--- config.mk ---
export PLATFORM = sky130hd
export DESIGN_NAME = visit_marker
export DESIGN_NICKNAME = d
export VERILOG_FILES = /design/src/rtl/visit_marker_pkg.sv /design/src/rtl/visit_marker.sv
export SDC_FILE = /design/constraint.sdc
export NUM_CORES = 1
export LEC_CHECK = 0
export BUFFER_PORTS_ARGS = -buffer_cell sky130_fd_sc_hd__buf_2
export CORE_ASPECT_RATIO = 0.8
export CORE_MARGIN = 2
export CORE_UTILIZATION = 50
export CTS_CLUSTER_SIZE = 25
export DETAILED_ROUTE_END_ITERATION = 8
export MAX_ROUTING_LAYER = met4
export PLACE_DENSITY = 0.83
export SLEW_MARGIN = 30
export SYNTH_ARGS = -nofsm -noshare
export SYNTH_HDL_FRONTEND = slang
export SYNTH_SLANG_ARGS = --single-unit
--- constraint.sdc ---
create_clock -name clk_in -period 1.58 [get_ports clk_in]
set_input_delay 0.158 -clock clk_in [delete_from_list [all_inputs] [get_ports clk_in]]
set_output_delay 0.158 -clock clk_in [all_outputs]
set_load 0.02 [all_outputs]
--- src/rtl/visit_marker_pkg.sv ---
// Shared types and constants for the visit_marker vertex state tracker:
// operation codes, FSM states, stored-state bit positions and the mark update rule.
package visit_marker_pkg;

    typedef enum logic [1:0] {
        OP_VISIT = 2'b00,
        OP_CHECK = 2'b01,
        OP_READ  = 2'b10
    } op_e;

    typedef enum logic [2:0] {
        ST_CLEAR = 3'd0,
        ST_IDLE  = 3'd1,
        ST_READ  = 3'd2,
        ST_WAIT  = 3'd3,
        ST_WRITE = 3'd4,
        ST_RESP  = 3'd5
    } state_e;

    localparam int CHECKED_BIT = 1;
    localparam int VISITED_BIT = 0;

    // New stored state for an operation; op 11 falls into the read-only default.
    function automatic logic [1:0] mark_update(input logic [1:0] old_mark, input logic [1:0] op);
        logic [1:0] upd;
        upd = old_mark;
        case (op)
            OP_VISIT: upd[VISITED_BIT] = 1'b1;
            OP_CHECK: upd[CHECKED_BIT] = 1'b1;
            default:  upd = old_mark;
        endcase
        return upd;
    endfunction

endpackage

--- src/rtl/visit_marker.sv ---
// Checked/visited marker: serialized read-modify-write of a 2-bit per-vertex state
// held in an external store with 2-cycle read latency, plus a full-store clear sweep.
module visit_marker
    import visit_marker_pkg::*;
#(
    parameter int PROC_BITS = 4,
    parameter int DEPTH     = 1024
) (
    input  logic                   clk_in,
    input  logic                   rst_in,
    input  logic [32+PROC_BITS-1:0] req_vertex_in,
    input  logic [1:0]             req_op_in,
    input  logic                   req_valid_in,
    output logic                   req_ready_out,
    output logic [1:0]             resp_state_out,
    output logic                   resp_first_out,
    output logic                   resp_err_out,
    output logic                   resp_valid_out,
    input  logic                   clear_start_in,
    output logic                   clear_busy_out,
    output logic [32+PROC_BITS-1:0] idx_addr_out,
    output logic                   idx_valid_out,
    output logic [1:0]             write_data_out,
    output logic                   write_valid_out,
    input  logic [1:0]             bram3_in,
    input  logic                   bram3_valid_in
);

    localparam int VW = 32 + PROC_BITS;
    localparam int CW = $clog2(DEPTH) + 1;
    localparam logic [VW-1:0] DEPTH_V    = VW'(DEPTH);
    localparam logic [CW-1:0] CLR_LAST_V = CW'(DEPTH - 1);

    state_e          state_r;
    state_e          state_nx_s;
    logic [VW-1:0]   vertex_r;
    logic [1:0]      op_r;
    logic [1:0]      old_r;
    logic [1:0]      new_r;
    logic            err_r;
    logic [CW-1:0]   clr_addr_r;

    logic            accept_s;
    logic            in_range_s;
    logic            clr_last_s;
    logic [1:0]      wait_new_s;

    assign in_range_s = (req_vertex_in < DEPTH_V);
    assign clr_last_s = (clr_addr_r == CLR_LAST_V);
    assign wait_new_s = mark_update(bram3_in, op_r);
    // Clear has priority over a request presented in the same IDLE cycle.
    assign accept_s   = (state_r == ST_IDLE) & req_valid_in & ~clear_start_in;

    // State, request context, read-back latch and clear address registers.
    always_ff @(posedge clk_in) begin
        if (rst_in) begin
            state_r    <= ST_CLEAR;
            vertex_r   <= {VW{1'b0}};
            op_r       <= 2'b00;
            old_r      <= 2'b00;
            new_r      <= 2'b00;
            err_r      <= 1'b0;
            clr_addr_r <= {CW{1'b0}};
        end else begin
            state_r <= state_nx_s;
            if ((state_r == ST_CLEAR) && (state_nx_s == ST_CLEAR)) begin
                clr_addr_r <= clr_addr_r + CW'(1);
            end else begin
                clr_addr_r <= {CW{1'b0}};
            end
            if (accept_s) begin
                vertex_r <= req_vertex_in;
                op_r     <= req_op_in;
                err_r    <= ~in_range_s;
                old_r    <= 2'b00;
                new_r    <= 2'b00;
            end else if ((state_r == ST_WAIT) && bram3_valid_in) begin
                old_r <= bram3_in;
                new_r <= wait_new_s;
            end else begin
                old_r <= old_r;
                new_r <= new_r;
            end
        end
    end

    // Next-state decode.
    always_comb begin
        state_nx_s = state_r;
        case (state_r)
            ST_CLEAR: begin
                if (clr_last_s) begin
                    state_nx_s = ST_IDLE;
                end else begin
                    state_nx_s = ST_CLEAR;
                end
            end
            ST_IDLE: begin
                if (clear_start_in) begin
                    state_nx_s = ST_CLEAR;
                end else if (req_valid_in) begin
                    state_nx_s = in_range_s ? ST_READ : ST_RESP;
                end else begin
                    state_nx_s = ST_IDLE;
                end
            end
            ST_READ:  state_nx_s = ST_WAIT;
            ST_WAIT: begin
                if (bram3_valid_in) begin
                    state_nx_s = (wait_new_s != bram3_in) ? ST_WRITE : ST_RESP;
                end else begin
                    state_nx_s = ST_WAIT;
                end
            end
            ST_WRITE: state_nx_s = ST_RESP;
            ST_RESP:  state_nx_s = ST_IDLE;
            default:  state_nx_s = ST_CLEAR;
        endcase
    end

    // Output decode from the state register; reset forces everything but busy low,
    // which also hides the address-0 clear write while reset is held.
    always_comb begin
        req_ready_out   = 1'b0;
        resp_state_out  = 2'b00;
        resp_first_out  = 1'b0;
        resp_err_out    = 1'b0;
        resp_valid_out  = 1'b0;
        clear_busy_out  = 1'b0;
        idx_addr_out    = {VW{1'b0}};
        idx_valid_out   = 1'b0;
        write_data_out  = 2'b00;
        write_valid_out = 1'b0;
        if (rst_in) begin
            clear_busy_out = (state_r == ST_CLEAR);
        end else begin
            case (state_r)
                ST_CLEAR: begin
                    clear_busy_out  = 1'b1;
                    write_valid_out = 1'b1;
                    write_data_out  = 2'b00;
                    idx_addr_out    = VW'(clr_addr_r);
                end
                ST_IDLE: begin
                    req_ready_out = ~clear_start_in;
                end
                ST_READ: begin
                    idx_valid_out = 1'b1;
                    idx_addr_out  = vertex_r;
                end
                ST_WRITE: begin
                    write_valid_out = 1'b1;
                    write_data_out  = new_r;
                    idx_addr_out    = vertex_r;
                end
                ST_RESP: begin
                    resp_valid_out = 1'b1;
                    resp_state_out = old_r;
                    resp_first_out = (new_r != old_r);
                    resp_err_out   = err_r;
                end
                default: begin
                    req_ready_out = 1'b0;
                end
            endcase
        end
    end

endmodule

Word level (Yosys, flattened, before mapping)

Cells that the tools add are included.

Output and inout bits: 47
Word-level logic and storage cells: 61
Input port bits: 45
Register bits: 57

Reduce and logical (&&, ||, !) cells: 9
Bitwise gates (word level): 5
Mux-type cells: 29
Order comparisons: 1
$add $sub $neg: 1
Eq/ne operators: 9

Operators by type and width:

| kind                                                                            | count |
|---|---|
| 36-bit one-hot mux with 2 select lines                                          | 1 |
| 36-bit by 11-bit less-than comparator with 1-bit output (second input constant) | 1 |
| 36-bit 2-to-1 mux                                                               | 1 |
| 1-bit 2-to-1 mux                                                                | 18 |
| 3-bit one-hot mux with 6 select lines                                           | 1 |
| 3-bit 2-to-1 mux                                                                | 4 |
| 11-bit by 1-bit adder with 11-bit output (second input constant)                | 1 |
| 11-bit by 10-bit == test with 1-bit output (second input constant)              | 1 |
| 2-bit 2-to-1 mux                                                                | 4 |
| 2-bit OR reduction                                                              | 4 |
| 3-bit by 2-bit == test with 1-bit output (second input constant)                | 2 |
| 3-bit == test (second input constant)                                           | 2 |
| 3-bit zero test                                                                 | 2 |
| 2-bit inequality test                                                           | 2 |
| 3-bit by 1-bit == test with 1-bit output (second input constant)                | 1 |
| 1-bit inverter                                                                  | 3 |
| 1-bit AND                                                                       | 2 |
| 2-bit by 1-bit == test with 1-bit output (second input constant)                | 1 |
| 1-bit logical AND                                                               | 2 |
| 2-bit zero test                                                                 | 1 |

Longest topological paths before layout

Gate-level depths: netlist of the first run.

Depth in word-level cells: 10
Depth in mapped cells: 7
Gate-level depth less buffers: 4

Least setup slack after synthesis of the first run

No wires, ideal clock.

Path type: register to output
Start point: reg state_r[0]
End point: out write_data_out[0]
Stages on the path, launching flop included: 4
Required time: 1,422 ps
Arrival time: 1,411 ps
Path buffers: 1
Setup slack: 11 ps
Cells stage by stage: dfxtp_1 buf_4 nor3_1 and3_1

Longest elaborated chain between the ends: 3

Ends and longest elaborated chain:

| what                     | RTL line            | source |
|---|---|---|
| start: declaration       | visit_marker.sv:34  | `state_e state_r;` |
| start signal: assignment | visit_marker.sv:65  | `state_r <= state_nx_s;` |
| 3-bit == test            | visit_marker.sv:137 | `case (state_r)` |
| 2-bit 2-to-1 mux         | visit_marker.sv:137 |  |
| 2-bit 2-to-1 mux         | visit_marker.sv:134 | `if (rst_in) begin` |
| end: declaration         | visit_marker.sv:23  | `output logic [1:0] write_data_out,` |

Every way passes these cells.

Worst setup path in the final report of the first run

Start point: reg state_r[1]
End point: out idx_addr_out[9]

Longest elaborated chain between the ends: 4
Elaborated cells on any way between the ends: 6
Classes of those cells: eq/ne (2); mux (2); reduce/logical (2)

Ends and longest elaborated chain:

| what                                                                      | RTL line            | source |
|---|---|---|
| 3-bit == test or 3-bit by 2-bit == test with 1-bit output (tied branches) | visit_marker.sv:137 |  |
| 2-bit OR reduction (no source line)                                       | -                   |  |
| 36-bit one-hot mux with 2 select lines (*)                                | visit_marker.sv:137 |  |
| 36-bit 2-to-1 mux (*)                                                     | visit_marker.sv:134 |  |
| end: declaration                                                          | visit_marker.sv:21  | `output logic [32+PROC_BITS-1:0] idx_addr_out,` |

Every way passes the cells marked *; elsewhere a longest branch is shown, timed or not.

==> results.yml, run 1 <==
global_routing:
  grt_pass1_vias: 2780
  grt_overflow_total: 0
  grt_max_degree: 37
  antenna_found_initial: 0
  grt_util_all_layers: 0.289
  grt_pass1_wl_um: 13200
synthesis:
  yosys.cell_types.count: 38
  postSynthNetCount: 373
  synth_area_mm2: 0.00270
  synthTopCellsByArea: "dfxtp_1, nand2_1, a21oi_1, and2_1, a22o_2"
  seq_area_frac_synth: 0.423
  yosys_warnings: 0
  ys.flop_type: "dfxtp_1"
  async_reset_ff_frac: 0
  synthTopCellsByCount: "nand2_1, dfxtp_1, a21oi_1"
  synth_edf_count: 0
  synthCells: 327
  synth_seq_cells: 57
  syn_avg_cell_area_um2: 8.24
  yosysTopAreaCell: "dfxtp_1"
  yosysTopAreaCellShare: 0.423
  synth.most_common_cell: "nand2_1"
critical_path:
  critPathMostFrequentCell: "buf_6"
  critPathMaxFanout: 6
  cp_slowest_cell: "dfxtp_4"
  critPathTopFamily: "buffers and inverters"
  start_kind: "flop"
  crit_chain: "buf_6 -> nand2b_4 -> a211oi_4 -> buf_6 -> buf_6 -> a22o_4 -> buf_6"
  cp_data_arrival_time_ns: 1.76
  max_stage_delay_ns: 0.38
  cp-end-kind: "output pin"
  worst-endpoint-required_ns: 1.42
  worst-setup-path-type: "flop to output pin"
  cp_num_buf_inv: 4
placement:
  portBuffers: 91
  placed_area_mm2: 0.00323
  dp_cells: 478
  dp_slack_ns: -0.0366
  routabilityCongestion: 0.875
  place_hpwl_um: 5020
sta:
  fin_skew_ns: 0.00400
  drv_slew: 0
  fmax_ghz: 0.522
  fin_crit_sh: 1.21
  setup_ws_ns: -0.335
  final_hold_viol_count: 0
  tightest_slew_ns: 0.497
  rsz0062_at_grt: "yes"
  setup_viol: 38
  min_period_ns: 1.92
  relSlewSlack: 0.665
clocking:
  cts-buffers-inserted: 9
  clock_sinks: 57
  tritoncts: "built"
  root_buffer: "clkbuf_8"
  cts-hold-fix-buffers: 0
  clock_path_buffers: 2
  htree_levels: 3
  cts.reportedPaths.clkPinSlew_ns: 0.06
  clock_latency_ns: 0.33
drt:
  dr_total_vias: 2841
  first_iter_violations: 277
  drc: 0
  wl_per_cell_um: 17.0
  dr.pass1.iters: 5
  vias_per_cell: 5.63
  ant_nets: 0
  wl_um: 8580
run_status:
  failed_checks: "negative setup slack"
  status: "finished, violations left"
floorplanning:
  coreArea_mm2: 0.00509
  core.rowCount: 23
  die_y_um: 69.7
  die_x_um: 86.1
  start_util: 0.529
  num_io_pins: 92
  die-area_mm2: 0.00600
power:
  internal-power_w: 0.00216
  pwr_density_cell_mw_per_mm2: 705
  p_comb_frac: 0.076
  p_seq_frac: 0.513
  switchingPower_w: 0.000657
  ir_worst_vdd_mv: 0.566
  p_sw_frac: 0.234
  power_leakage_nw: 1.70
  clkPwrFrac: 0.411
layout:
  syn_to_final_growth_pct: 48.1
  final_util: 0.784
  fin_area_mm2: 0.00399
  layout.cells.non_filler: 505
  n_antenna_cell: 0
  layout-drive-gt1-share: 0.436
  final_nets: 488
flow_run:
  maxCapViolCount: 0
min_path:
  hold_class: "primary input to flop"
-- layer usage --
metal | share of wire | up-vias | GRT usage
met5 | 0 | - | -
met1 | 0.41 | 1339 | 0.356
met2 | 0.49 | 144 | 0.453
li1 | - | 1332 | -
met3 | 0.080 | 26 | 0.0714
met4 | 0.025 | 0 | 0.113
-- layout make-up --
| cell class | instances | area, um2 |
|---|---|---|
| clock buffer | 11 | 151 |
| clock inverter | 1 | 5.00 |
| fill | 339 | 1100 |
| inverter | 2 | 7.51 |
| multi-input combinational | 246 | 1560 |
| sequential | 57 | 1150 |
| tap | 62 | 77.6 |
| timing repair buffer | 126 | 1030 |
-- worst register-to-register path, cell delays in order, from the launching register on --
cell	delay (ns)
dfxtp_4	0.36
buf_4	0.15
nor3_2	0.26
and3_2	0.28
buf_4	0.18
nor2_1	0.05
a211oi_1	0.22
-- repair_timing --
action | 4_1_cts | 5_1_grt
resized for setup | 118 | 31
buffers inserted | 8 | 2
endpoints found under the setup margin | 44 | 79
cloned | 6 | 0
endpoints found under the hold margin | 0 | 0
pin swaps | 19 | 12
-- final timing paths --
path              slack [ns]  cells after the start              end        startpoint
setup / recovery       -0.34                      7  idx_addr_out[9]        state_r[1]
hold / removal          0.06                      3      vertex_r[4]  req_vertex_in[4]
setup reg to reg           0                      6            err_r        state_r[2]
hold reg to reg         0.46                      2     vertex_r[19]      vertex_r[19]
-- state kept, by name, summed over array words and instances, names as in the netlist --
name and flops:
err_r 1, vertex_r 36, op_r 2, state_r 3
clr_addr_r 11, old_r 2, new_r 2
-- power by group through the flow --
| stage | clock, W | combinational [W] | sequential, W |
|---|---|---|---|
| 3_5_place_dp | 0 | 0.000174 | 0.00148 |
| 4_1_cts | 0.00116 | 0.000202 | 0.00144 |
| 2_1_floorplan | 0 | 0.0000642 | 0.00148 |
| 5_1_grt | 0.00125 | 0.000228 | 0.00144 |
| 3_3_place_gp | 0 | 0.000172 | 0.00148 |
| 6_report | 0.00116 | 0.000214 | 0.00144 |
-- metrics by stage --
step	hold slack (ns)	total power (W)	TNS (ns)
after floorplan	0.294	0.00155	0
after global placement	0.400	0.00165	0
after detailed placement	0.410	0.00165	-0.461
after CTS	0.0518	0.00281	-9.46
after global routing	0.0603	0.00292	-12.42
final	0.0579	0.00281	-10.64
-- cells by family after synthesis --
logic type                 Yosys count  share of synthesized area
DFF                                 57                      0.423
adders and majority gates            1                    0.00464
AOI/OAI and AO/OA                   63                      0.157
and+or+nand+nor                    170                      0.313
muxes                                2                    0.00743
xor gates and xnor gates            10                     0.0325
buffers and inverters               24                     0.0617
-- cells in the final DEF, fill, tap and decap left out, types with 6 or more instances in the layout --
master    instances
and2_4           25
buf_2            51
nor4_1            7
clkbuf_8         11
nand3_1           6
nand2_1          80
buf_6            47
a22o_4           10
nor2_1           17
dfxtp_1          52
buf_4            25
a21oi_1          40
No activity file was read; power rests on OpenSTA's default activity.
==> run 2: changes to the inputs <==
--- a/config.mk
+++ b/config.mk
@@ -5,14 +5,15 @@
 export SDC_FILE = /design/constraint.sdc
 export NUM_CORES = 1
 export LEC_CHECK = 0
+export ABC_AREA = 1
 export BUFFER_PORTS_ARGS = -buffer_cell sky130_fd_sc_hd__buf_2
 export CORE_ASPECT_RATIO = 0.8
 export CORE_MARGIN = 2
-export CORE_UTILIZATION = 50
+export CORE_UTILIZATION = 54
 export CTS_CLUSTER_SIZE = 25
 export DETAILED_ROUTE_END_ITERATION = 8
 export MAX_ROUTING_LAYER = met4
-export PLACE_DENSITY = 0.83
+export PLACE_DENSITY = 0.88
 export SLEW_MARGIN = 30
 export SYNTH_ARGS = -nofsm -noshare
 export SYNTH_HDL_FRONTEND = slang
==> constraint.sdc (replaced) <==
create_clock -name clk_in -period 2.4 [get_ports clk_in]
set_input_delay 0.24 -clock clk_in [delete_from_list [all_inputs] [get_ports clk_in]]
set_output_delay 0.24 -clock clk_in [all_outputs]
set_load 0.02 [all_outputs]
==> run 2 against run 1 <==
The run now ends clean. Synthesized cell count up 19%. Non-clock buffer count down 29. Routed wire length down 20%. Area after synthesis up 1.6%. Final cell count up 7.5%. Total power down 35%. Critical path type unchanged. Largest power group unchanged.
==> results.yml, run 2 <==
floorplanning:
  die-area_mm2: 0.00566
  core.rowCount: 23
  start_util: 0.553
  die_x_um: 83.6
  coreArea_mm2: 0.00495
  num_io_pins: 92
  die_y_um: 67.7
power:
  pwr_density_cell_mw_per_mm2: 536
  power_leakage_nw: 1.50
  ir_worst_vdd_mv: 0.424
layout:
  layout-drive-gt1-share: 0.260
  largest_reg_flops: 36
  top_register: "vertex_r"
  largestRegisters: "vertex_r x36, clr_addr_r x11, state_r x3"
  final_common_cell: "buf_2"
  n_antenna_cell: 0
  fillCellCount: 421
  layout.cells.non_filler: 543
  final_nets: 523
  syn_to_final_growth_pct: 23.7
  final_cell_mix: "buf_2, inv_1, dfxtp_1, o21ai_0, a21oi_1"
run_status:
  status: "finished clean"
global_routing:
  grt_overflow_total: 0
  grt_max_degree: 35
  grt_pass1_wl_um: 11100
  grt_pass1_vias: 2561
  grt_util_all_layers: 0.257
  antenna_found_initial: 0
synthesis:
  yosys.cell_types.count: 28
  async_reset_ff_frac: 0
  synth_edf_count: 0
  synthTopCellsByCount: "inv_1, dfxtp_1, o21ai_0"
  yosys_warnings: 0
  synthCells: 389
  yosysTopAreaCellShare: 0.417
  ys.flop_type: "dfxtp_1"
  synth.most_common_cell: "inv_1"
  synth_seq_cells: 57
  synthTopCellsByArea: "dfxtp_1, inv_1, o21ai_0, a21oi_1, nor3_1"
  postSynthNetCount: 435
  yosysTopAreaCell: "dfxtp_1"
  seq_area_frac_synth: 0.417
  synth_area_mm2: 0.00274
  syn_avg_cell_area_um2: 7.04
sta:
  fmax_ghz: 0.450
  rsz0062_at_grt: "no"
  fin_crit_sh: 0.927
  final_hold_viol_count: 0
  whs_ns: 0.136
  tightest_slew_ns: 0.435
  drv_slew: 0
  setup_viol: 0
  min_period_ns: 2.22
  fin_setup_tns_ns: 0
  fin_skew_ns: 0.00414
  relSlewSlack: 0.709
critical_path:
  cp_slowest_cell: "dfxtp_1"
  max_stage_delay_ns: 0.41
  cp-end-kind: "output pin"
  cp_num_buf_inv: 3
  worst-setup-path-type: "flop to output pin"
  worst-endpoint-required_ns: 2.16
  crit_chain: "inv_2 -> nand2_2 -> nor2_1 -> a21oi_4 -> buf_4 -> nor3_1 -> buf_2"
  cp_data_arrival_time_ns: 1.98
  start_kind: "flop"
  critPathTopFamily: "buffers and inverters"
  critPathMaxFanout: 25
  ff2ff_setup_slack_ns: 0.50
clocking:
  cts_resized: 0
  clock_path_buffers: 2
  root_buffer: "clkbuf_8"
  clock_sinks: 57
  cts-buffers-inserted: 9
  cts-hold-fix-buffers: 0
  clock_latency_ns: 0.33
  cts.reportedPaths.clkPinSlew_ns: 0.06
  tritoncts: "built"
  cts_setup_buffers: 0
  htree_levels: 3
drt:
  ant_nets: 0
  wl_um: 6890
  drc: 0
  dr.pass1.iters: 4
  wl_per_cell_um: 12.7
  vias_per_cell: 5.08
  first_iter_violations: 132
  dr_total_vias: 2759
placement:
  place_hpwl_um: 4930
  dp_cells: 528
  portBuffers: 91
  routabilityCongestion: 0.871
min_path:
  hold_class: "primary input to flop"
flow_run:
  maxCapViolCount: 0
run 2: changes by cell type after synthesis, sizes merged, moves of 5 or more:
cell	previous run	this run
a22o	10	0
and2	30	0
and3	5	0
buf	13	7
inv	2	82
nand2	83	37
nor2	18	44
nor3	7	31
nor4	8	0
o21ai	2	40
o32ai	0	5
run 2: worst register-to-register path: stages (launching register included):
cell     delay, ns
dfxtp_1       0.38
ha_1          0.21
nand2_1       0.07
nor2_1        0.16
nand3_1       0.13
nor2_1        0.23
nand4_1       0.18
nand4_1       0.15
buf_4         0.23
nor2_1        0.07
run 2: kinds of logic after synthesis:
kind of cell	synth area share
xor gates and xnor gates	0.0352
AOI/OAI and AO/OA	0.201
buffers and inverters	0.143
and+or+nand+nor	0.199
adders and majority gates	0.00457
DFF	0.417
run 2: metal layers:
layer | wire (um) | vias to the layer above | GRT usage
met1 | 3080 | 1259 | 0.298
met2 | 3250 | 78 | 0.418
li1 | - | 1412 | -
met4 | 119 | 0 | 0.101
met5 | 0 | - | -
met3 | 426 | 10 | 0.0856
run 2: path summary, 6_finish.rpt:
path / from / to / depth (start not counted)
max: state_r[0] / idx_addr_out[28] / 7
min: req_op_in[0] / op_r[0] / 3
min reg2reg: vertex_r[2] / vertex_r[2] / 2
max reg2reg: clr_addr_r[0] / clr_addr_r[0] / 9
run 2: stage by stage:
step	total power [W]	utilization	worst slack [ns]	cell area (um2)
3_3_place_gp	0.00110	0.653	0.611	3230
2_1_floorplan	0.00104	-	0.634	2740
4_1_cts	0.00184	0.685	0.166	3390
5_1_grt	0.00189	0.685	0.0396	3390
6_report	0.00182	0.685	0.176	3390
3_5_place_dp	0.00110	0.653	0.549	3230
run 2: cell type report:
cell class | count | area (um2) | share of cell area
clock buffers | 15 | 156 | 0.0462
well taps | 62 | 77.6 | 0.0229
repair buffers | 97 | 500 | 0.148
inverters | 82 | 308 | 0.0908
multi-input cells | 230 | 1200 | 0.356
flip-flops and latches | 57 | 1140 | 0.337
run 2: power by group:
group	internal [W]	leakage [nW]	switching (W)
registers	0.000951	0.459	0.00000466
logic	0.0000493	0.961	0.0000757
clock network	0.000399	0.0778	0.000337
total	0.00140	1.50	0.000417
==> run 3: changes to the inputs <==
--- a/config.mk
+++ b/config.mk
@@ -14,6 +14,7 @@
 export DETAILED_ROUTE_END_ITERATION = 8
 export MAX_ROUTING_LAYER = met4
 export PLACE_DENSITY = 0.88
+export REMOVE_ABC_BUFFERS = 1
 export SLEW_MARGIN = 30
 export SYNTH_ARGS = -nofsm -noshare
 export SYNTH_HDL_FRONTEND = slang
==> run 3 against run 2 <==
Global-route usage shrank 0.28 points. Die area unchanged. Count of clock-buffer cells in the layout decreased by 1. Clock skew up 0.0022 ns. Sequential share of layout area fell by 0.50 points. Sequential cell count unchanged. Utilization up 1.0 points. Largest cell class unchanged. Largest power group unchanged.
==> results.yml, run 3 (synthesis results as in run 2) <==
layout:
  final_common_cell: "buf_2"
  largest_reg_flops: 36
  final_nets: 523
  multi_input_area_mm2: 0.00120
  fillCellCount: 418
  n_antenna_cell: 0
  top_register: "vertex_r"
  seq_area_mm2: 0.00114
  final_util: 0.695
  layout-drive-gt1-share: 0.268
  syn_to_final_growth_pct: 25.6
  largestRegisters: "vertex_r x36, clr_addr_r x11, state_r x3"
  final_cell_mix: "buf_2, inv_1, dfxtp_1, o21ai_0, a21oi_1"
global_routing:
  grt_pass1_wl_um: 11000
  grt_max_degree: 47
  grt_pass1_vias: 2413
  grt_overflow_total: 0
  busiest_layer: "met2"
  grt_util_all_layers: 0.254
  met1_usage: 0.307
  met3_usage: 0.0880
  antenna_found_initial: 0
  use_met2: 0.409
power:
  p_comb_frac: 0.062
  pwr_density_cell_mw_per_mm2: 585
  clkPwrFrac: 0.463
  internal-power_w: 0.00157
  power_leakage_nw: 1.53
  switchingPower_w: 0.000447
  p_sw_frac: 0.222
  p_seq_frac: 0.475
  ir_worst_vdd_mv: 0.434
drt:
  drc: 0
  wl_per_cell_um: 12.6
  dr.pass1.iters: 5
  dr_total_vias: 2750
  wl_um: 6880
  vias_per_cell: 5.06
  ant_nets: 0
  first_iter_violations: 172
placement:
  routabilityCongestion: 0.868
  place_hpwl_um: 4820
  portBuffers: 91
sta:
  min_period_ns: 2.18
  fin_setup_tns_ns: 0
  setup_viol: 0
  relSlewSlack: 0.558
  rsz0062_at_grt: "no"
  fin_skew_ns: 0.00632
  tightest_slew_ns: 0.662
  fmax_ghz: 0.459
  drv_slew: 0
  final_hold_viol_count: 0
  fin_crit_sh: 0.907
critical_path:
  critPathMaxFanout: 36
  worst-setup-path-type: "flop to output pin"
  start_kind: "flop"
  cp_data_arrival_time_ns: 1.94
  cp-end-kind: "output pin"
  worst-endpoint-required_ns: 2.16
floorplanning:
  coreArea_mm2: 0.00495
  start_util: 0.553
  core.rowCount: 23
  die_x_um: 83.6
  num_io_pins: 92
  die-area_mm2: 0.00566
  die_y_um: 67.7
clocking:
  clock_path_buffers: 2
  clock_latency_ns: 0.33
  cts.reportedPaths.clkPinSlew_ns: 0.06
  cts_resized: 0
  cts-hold-fix-buffers: 0
  clock_sinks: 57
  root_buffer: "clkbuf_8"
  tritoncts: "built"
  cts_setup_buffers: 0
  htree_levels: 3
  cts-buffers-inserted: 9
flow_run:
  maxCapViolCount: 0
min_path:
  hold_class: "primary input to flop"
run_status:
  status: "finished clean"
run 3: cell types whose count changed in the layout (fill, tap and decap cells not counted):
cell       delta
clkbuf_8      +2
bufinv_16     +1
clkbuf_1      -3
clkinv_2      +1
run 3: path summary, 6_finish.rpt:
check	start	to	slack (ns)	cells after the start
worst max-delay path	state_r[0]	idx_addr_out[3]	0.22	7
worst min register to register	vertex_r[15]	vertex_r[15]	0.45	2
worst max register to register	clr_addr_r[0]	clr_addr_r[0]	0.38	9
worst min-delay path	req_op_in[0]	op_r[0]	0.14	3
run 3: worst max-delay path, stage by stage, from the launching register on:
cell	delay [ns]
dfxtp_1	0.35
inv_2	0.11
nand2_2	0.07
nor2_1	0.23
a21oi_4	0.06
buf_4	0.26
o32ai_1	0.30
buf_2	0.22
run 3: cell type report:
type / count / area share
clock buffer: 14 / 0.0502
clock inverter: 2 / 0.0102
inverter: 82 / 0.0895
multi-input combinational: 230 / 0.350
sequential: 57 / 0.332
tap: 62 / 0.0226
timing repair buffer: 97 / 0.146
run 3: stage by stage:
step | power [W] | instances | hold WS, ns | setup WS, ns | area, um2
floorplan | 0.00103 | 369 | 0.309 | 0.365 | 2650
global placement | 0.00110 | 528 | 0.439 | 0.527 | 3230
detailed placement | 0.00110 | 528 | 0.446 | 0.396 | 3230
CTS | 0.00202 | 544 | 0.122 | 0.221 | 3440
global route | 0.00208 | 544 | 0.129 | 0.0606 | 3440
finish | 0.00201 | 544 | 0.141 | 0.223 | 3440
run 3: per-layer routing:
metal  up-vias  share of wire
met5         -              0
met4         0         0.0045
met3         4          0.068
met2        92           0.46
met1      1238           0.47
li1       1416              -
run 3: power groups by stage:
stage	Clock, W	Sequential [W]	Combinational, W
after CTS	0.000943	0.000955	0.000125
after global placement	0	0.000976	0.000123
after global routing	0.000984	0.000955	0.000141
after detailed placement	0	0.000976	0.000124
after floorplan	0	0.000975	0.0000537
final	0.000932	0.000955	0.000125
